--- src/rtl/axi_lite_pkg.sv ---
// Shared AXI4-Lite definitions: response codes and the one-hot state encoding of the
// master FSM.
package axi_lite_pkg;

   localparam logic [1:0] RESP_OKAY   = 2'b00;
   localparam logic [1:0] RESP_EXOKAY = 2'b01;
   localparam logic [1:0] RESP_SLVERR = 2'b10;
   localparam logic [1:0] RESP_DECERR = 2'b11;

   // One-hot encoding keeps each state decode down to a single flop bit.
   typedef enum logic [5:0] {
      ST_IDLE    = 6'b000001,
      ST_WR_REQ  = 6'b000010,
      ST_WR_RESP = 6'b000100,
      ST_RD_REQ  = 6'b001000,
      ST_RD_DATA = 6'b010000,
      ST_RSP     = 6'b100000
   } masterState_t;

endpackage

--- src/rtl/axi_lite_master.sv ---
// AXI4-Lite initiator: turns one local valid/ready command at a time into an AW/W/B or
// AR/R transaction and hands BRESP/RRESP plus RDATA back on the response port.
module axi_lite_master
   import axi_lite_pkg::*;
#(
   parameter int ADDR_WIDTH = 32,
   parameter int DATA_WIDTH = 32
) (
   input  logic                  i_w_aclk,
   input  logic                  i_w_areset,
   input  logic                  i_w_cmd_valid,
   output logic                  o_w_cmd_ready,
   input  logic                  i_w_cmd_we,
   input  logic [ADDR_WIDTH-1:0] i_w_cmd_addr,
   input  logic [DATA_WIDTH-1:0] i_w_cmd_wdata,
   output logic                  o_w_rsp_valid,
   input  logic                  i_w_rsp_ready,
   output logic                  o_w_rsp_we,
   output logic [1:0]            o_w_rsp_resp,
   output logic [DATA_WIDTH-1:0] o_w_rsp_rdata,
   output logic                  o_w_awvalid,
   input  logic                  i_w_awready,
   output logic [ADDR_WIDTH-1:0] o_w_awaddr,
   output logic                  o_w_wvalid,
   input  logic                  i_w_wready,
   output logic [DATA_WIDTH-1:0] o_w_wdata,
   input  logic                  i_w_bvalid,
   output logic                  o_w_bready,
   input  logic [1:0]            i_w_bresp,
   output logic                  o_w_arvalid,
   input  logic                  i_w_arready,
   output logic [ADDR_WIDTH-1:0] o_w_araddr,
   input  logic                  i_w_rvalid,
   output logic                  o_w_rready,
   input  logic [1:0]            i_w_rresp,
   input  logic [DATA_WIDTH-1:0] i_w_rdata
);

   masterState_t r_state;
   masterState_t w_stateNext;

   logic                  r_awDone;
   logic                  r_wDone;
   logic                  r_we;
   logic [ADDR_WIDTH-1:0] r_addr;
   logic [DATA_WIDTH-1:0] r_wdata;
   logic [1:0]            r_resp;
   logic [DATA_WIDTH-1:0] r_rdata;

   logic w_cmdHs;
   logic w_awHs;
   logic w_wHs;
   logic w_bHs;
   logic w_rHs;

   assign o_w_cmd_ready = (r_state == ST_IDLE);

   assign w_cmdHs = i_w_cmd_valid && o_w_cmd_ready;
   assign w_awHs  = o_w_awvalid && i_w_awready;
   assign w_wHs   = o_w_wvalid && i_w_wready;
   assign w_bHs   = i_w_bvalid && o_w_bready;
   assign w_rHs   = i_w_rvalid && o_w_rready;

   assign o_w_awaddr    = r_addr;
   assign o_w_araddr    = r_addr;
   assign o_w_wdata     = r_wdata;
   assign o_w_rsp_we    = r_we;
   assign o_w_rsp_resp  = r_resp;
   assign o_w_rsp_rdata = r_rdata;

   always_ff @(posedge i_w_aclk) begin
      if (i_w_areset) begin
         r_state <= ST_IDLE;
      end else begin
         r_state <= w_stateNext;
      end
   end

   // Valids come from registered state and done flags only, so none of them can
   // follow a slave ready combinationally.
   always_comb begin
      w_stateNext   = r_state;
      o_w_awvalid   = 1'b0;
      o_w_wvalid    = 1'b0;
      o_w_bready    = 1'b0;
      o_w_arvalid   = 1'b0;
      o_w_rready    = 1'b0;
      o_w_rsp_valid = 1'b0;
      case (r_state)
         ST_IDLE: begin
            if (i_w_cmd_valid) begin
               w_stateNext = i_w_cmd_we ? ST_WR_REQ : ST_RD_REQ;
            end
         end
         ST_WR_REQ: begin
            o_w_awvalid = !r_awDone;
            o_w_wvalid  = !r_wDone;
            if ((r_awDone || i_w_awready) && (r_wDone || i_w_wready)) begin
               w_stateNext = ST_WR_RESP;
            end
         end
         ST_WR_RESP: begin
            o_w_bready = 1'b1;
            if (i_w_bvalid) begin
               w_stateNext = ST_RSP;
            end
         end
         ST_RD_REQ: begin
            o_w_arvalid = 1'b1;
            if (i_w_arready) begin
               w_stateNext = ST_RD_DATA;
            end
         end
         ST_RD_DATA: begin
            o_w_rready = 1'b1;
            if (i_w_rvalid) begin
               w_stateNext = ST_RSP;
            end
         end
         ST_RSP: begin
            o_w_rsp_valid = 1'b1;
            if (i_w_rsp_ready) begin
               w_stateNext = ST_IDLE;
            end
         end
         default: begin
            w_stateNext = ST_IDLE;
         end
      endcase
   end

   // AW and W may complete in either order; each flag remembers its own handshake.
   always_ff @(posedge i_w_aclk) begin
      if (i_w_areset) begin
         r_awDone <= 1'b0;
         r_wDone  <= 1'b0;
         r_we     <= 1'b0;
         r_addr   <= '0;
         r_wdata  <= '0;
         r_resp   <= RESP_OKAY;
         r_rdata  <= '0;
      end else begin
         if (w_cmdHs) begin
            r_we     <= i_w_cmd_we;
            r_addr   <= i_w_cmd_addr;
            r_wdata  <= i_w_cmd_wdata;
            r_awDone <= 1'b0;
            r_wDone  <= 1'b0;
         end
         if (w_awHs) begin
            r_awDone <= 1'b1;
         end
         if (w_wHs) begin
            r_wDone <= 1'b1;
         end
         if (w_bHs) begin
            r_resp  <= i_w_bresp;
            r_rdata <= '0;
         end
         if (w_rHs) begin
            r_resp  <= i_w_rresp;
            r_rdata <= i_w_rdata;
         end
      end
   end

endmodule

--- config.mk ---
export PLATFORM = sky130hd
export DESIGN_NAME = axi_lite_master
export DESIGN_NICKNAME = d
export VERILOG_FILES = /design/src/rtl/axi_lite_pkg.sv /design/src/rtl/axi_lite_master.sv
export SDC_FILE = /design/constraint.sdc
export NUM_CORES = 1
export LEC_CHECK = 0
export ABC_AREA = 1
export CORE_ASPECT_RATIO = 1.75
export CORE_MARGIN = 2
export CORE_UTILIZATION = 38
export CTS_CLUSTER_SIZE = 40
export DETAILED_ROUTE_END_ITERATION = 8
export PLACE_DENSITY = 0.83
export SLEW_MARGIN = 0
export SYNTH_ARGS = -nofsm -noshare
export SYNTH_HDL_FRONTEND = slang
export SYNTH_SLANG_ARGS = --single-unit
--- constraint.sdc ---
create_clock -name i_w_aclk -period 1.85 [get_ports i_w_aclk]
set_input_delay 0.185 -clock i_w_aclk [delete_from_list [all_inputs] [get_ports i_w_aclk]]
set_output_delay 0.185 -clock i_w_aclk [all_outputs]
set_load 0.005 [all_outputs]
==> results.md <==
Status:
- The flow ran to the end, and the final reports show no timing, DRC or antenna violations.

GRT:
- The total global routing overflow is 0.
- The first global-routing pass estimated 21.4 mm of wire.
- Across every metal layer, demand over resource in global routing totals 21.3%.
- Entering global routing, the biggest net connects 69 pins.
- The initial antenna violation count was 0.
- The number of global-route vias before repair was 4393.

Logic synthesis:
- Counting flops with a built-in enable in the synthesized netlist gives 0.
- The largest area contributor in the netlist is sky130_fd_sc_hd__dfxtp_1.
- During synthesis, Yosys emitted a total of 0 warnings.
- The count of unique library cells instantiated by Yosys is 19.
- Synthesis produced 566 cells.
- The most frequent cell after synthesis is sky130_fd_sc_hd__nor2_1.
- After synthesis, flip-flops and latches occupy 49.6% of the total area.
- The average size of a mapped cell is 7.63 um2.
- The flip-flop and latch count after synthesis is 107.
- After synthesis, the cell types taking the most area are sky130_fd_sc_hd__dfxtp_1 (50%), sky130_fd_sc_hd__nor2_1 (12%), sky130_fd_sc_hd__nand2_1 (8.2%), sky130_fd_sc_hd__buf_4 (6.1%), sky130_fd_sc_hd__o21ai_1 (5.1%).
- Ranked by instance count, the synthesized netlist is headed by sky130_fd_sc_hd__nor2_1 (137), sky130_fd_sc_hd__dfxtp_1 (107), sky130_fd_sc_hd__nand2_1 (94).
- The most instantiated flip-flop cell in the synthesis netlist is sky130_fd_sc_hd__dfxtp_1.
- The synthesized net count is 676.
- The synthesized netlist occupies a cell area of 4320 um2.
- The share of the synthesized area in the top cell type is 49.6%.
- Of all flip-flops after synthesis, the portion carrying an async set or reset was 0%.

Final layout:
- The area growth from synthesis to layout is 62.4%.
- The final cell count without fillers is 916.
- The count of antenna diodes in the layout is 0.
- The share of post-route cells with drive strength above 1 is 9.06%.
- The number of nets in the finished design is 889.
- Measured on the finished design, the core utilization comes to 63.1%.

Critical path:
- The required time of the critical path is 1.66 ns.
- The worst setup path is captured at an output pin.
- The minimum setup slack among reg-to-reg paths is 0.11 ns.
- Along the worst path, the maximum fanout reaches 5.
- The kind of critical path is reg2out.
- The signal on the critical path passes through nor2_2, nand2_2, inv_4, nand2_2, nor2_2, dlygate4sd2_1.
- Counting cells, the worst reg-to-reg path comes to 12.
- The cell family with the largest share of critical-path delay is simple AND/OR/NAND/NOR gates.
- Together, buffers and inverters on the worst path number 2.
- The worst register-to-register path begins at r_state[2].
- The peak per-stage delay on the critical path is 0.36 ns.
- Data on the critical path arrives at its endpoint at 1.58 ns.
- The endpoint of the worst register-to-register path is r_awDone.
- The startpoint class of the critical path is a flop.
- The cell with the largest stage delay on the worst path is sky130_fd_sc_hd__dfxtp_1.

STA:
- The worst clock skew is 0.00726 ns.
- The maximum clock frequency is 568 MHz.
- The normalized max-slew margin is 70.6%.
- Setup repair after global routing left no endpoint under its margin.
- The worst-margin pin slew is 0.442 ns.
- The number of setup violations in the final report is 0.
- The number of max-slew violations in the final report is 0.
- The number of hold violations in the final report is 0.
- The tightest hold path in the finished design has a slack of 0.402 ns.
- The minimum clock period is 1.76 ns.
- Of the available clock period, the critical path in the final layout requires 95.2%.
- The aggregate negative setup slack is 0 ns.

Power:
- Dividing total power by cell area gives a power density of 1340 nW/um2.
- Summed over all cells, the static leakage comes to 0.00285 uW.
- The power consumption is 9420 uW.
- The worst-case IR drop observed on VDD is 0.867 mV.

Clock network:
- Clock tree synthesis found a total of 107 sinks.
- The count of hold buffers inserted by post-cts repair is 0.
- The master cell of the clock root buffer is sky130_fd_sc_hd__clkbuf_16.
- The clock passes through at most 2 buffers.
- The clock tree from TritonCTS is yes.
- The H-tree was split into 3 levels.
- After clock tree synthesis, the clock-pin slew on the worst setup and hold paths is 0.07 ns.
- The number of CTS-inserted buffers is 9.
- For the worst-skew pair, the clock arrives at the later sink with an insertion delay of 0.34 ns.

Hold path:
- The path with the worst hold slack has its endpoint at o_w_rsp_rdata[10].
- The beginning of the worst hold path is i_w_rdata[10].
- The path type of the worst min-delay path is in2reg.
- The hold path depth is 3.

Placed design:
- Once detailed placement completed, the half-perimeter wirelength came to 9.67 mm.
- Once placement completed, the tool counted placed cells totaling 889.
- The routability-driven placement congestion ratio is 0.858.
- Port buffering added 247 buffers.

Detailed routing:
- Dividing the detail-routed via count by the number of cells gives 4.79.
- The number of antenna-violating nets in the routed design is 0.
- The final layout contains routed wiring with a total length of 13.4 mm.
- The post-route DRC violation count is 0.
- Detailed routing inserted a total of 4390 vias.
- For this block, the initial DRC count from the detailed router was 164.
- The number of optimization iterations in the first detailed-route pass is 4.
- The final routed wire length divided by cell count is 14.6 um.

Die:
- For this configuration, the core starts out at a cell density of 38.9%.
- The floorplan die area is 12300 um2.
- The top-level I/O count is 248.
- The die boundary height is 145 um.
- The region available for standard cell placement spans 11100 um2.
- The total number of placement rows is 51.
- The die boundary width is 84.6 um.

Run:
- The tool flagged a number of max-cap violations equal to 0.
==> cells in the final DEF, fill, tap and decap left out, types with 4 or more instances in the layout <==
master	synthesis	layout
sky130_fd_sc_hd__a21oi_1	38	38
sky130_fd_sc_hd__buf_12	0	4
sky130_fd_sc_hd__buf_4	35	14
sky130_fd_sc_hd__clkbuf_16	0	9
sky130_fd_sc_hd__clkdlybuf4s50_1	0	241
sky130_fd_sc_hd__dfxtp_1	107	102
sky130_fd_sc_hd__dfxtp_2	0	5
sky130_fd_sc_hd__dlygate4sd2_1	0	5
sky130_fd_sc_hd__inv_1	20	18
sky130_fd_sc_hd__inv_2	6	7
sky130_fd_sc_hd__inv_6	0	4
sky130_fd_sc_hd__nand2_1	94	93
sky130_fd_sc_hd__nand2_2	3	4
sky130_fd_sc_hd__nand3_1	11	10
sky130_fd_sc_hd__nor2_1	137	133
sky130_fd_sc_hd__nor2_2	11	14
sky130_fd_sc_hd__nor2_4	3	4
sky130_fd_sc_hd__o21ai_0	21	21
sky130_fd_sc_hd__o21ai_1	44	44
==> through the flow <==
step / instance area, um2 / setup WS (ns)
after global placement: 6590 / 0.246
final: 7010 / 0.0887
after floorplan: 4320 / 0.509
after global routing: 7010 / 0.00359
after CTS: 7000 / 0.0277
after detailed placement: 6590 / 0.202
==> layout make-up <==
class	instances	area (um2)
Fill cell	936	4090
Timing Repair Buffer	265	2650
Sequential cell	107	2150
Multi-Input combinational cell	370	1640
Clock buffer	11	243
Tap cell	132	165
Inverter	26	100
Clock inverter	5	65.1
==> flip-flops by register name, summed over array words and instances, names as in the netlist <==
register       count
o_w_rsp_resp       2
r_state            6
o_w_araddr        32
o_w_rsp_we         1
o_w_wdata         32
o_w_rsp_rdata     32
r_awDone           1
r_wDone            1
==> worst max path at each step <==
| stage | from | cells after the start | slack, ns | to |
|---|---|---|---|---|
| final | r_state[2] | 6 | 0.09 | o_w_awvalid |
| after global routing | r_state[0] | 4 | 0.004 | o_w_arvalid |
| after CTS | r_state[4] | 5 | 0.03 | o_w_bready |
| after detailed placement | r_state[0] | 7 | 0.20 | o_w_araddr[2] |
| after global placement | r_state[5] | 6 | 0.25 | o_w_wvalid |
| after floorplan | r_state[5] | 10 | 0.51 | o_w_araddr[2] |
==> worst register-to-register path: cells and delay by family (launching register included) <==
family                 cells  cell delay [ns]
and+or+nand+nor            5             0.60
buffers and inverters      6             0.57
DFF                        1             0.36
AOI/OAI and AO/OA          1             0.14
==> logic make-up (layout without fill, tap and decap cells) <==
family          after synthesis  count (layout)  synth area share, %
buf+inv                      89             307                 13.2
flops                       107             107                 49.6
simple gates                267             267                 25.3
compound gates              103             103                 11.9
==> layer usage <==
layer	wire, um	GRT usage (%)	vias to the layer above
met3	850	5.52	26
li1	-	-	2188
met4	371	9.21	0
met2	6990	37.5	169
met5	0	0	-
met1	5140	23.7	2007
==> power breakdown <==
part	switching [uW]	leakage, uW	total, uW	internal, uW
Clock	862	0.000152	1970	1110
Sequential	474	0.000877	3430	2960
Combinational	1790	0.00182	4020	2230
Total	3120	0.00285	9420	6300
==> what timing repair did <==
action | in CTS | in global routing
buffers inserted | 11 | 0
setup endpoints to repair | 6 | 2
gates resized for setup | 16 | 5
pin swaps | 4 | 0
hold endpoints to repair | 0 | 0
No activity file was read; power rests on OpenSTA's default activity.
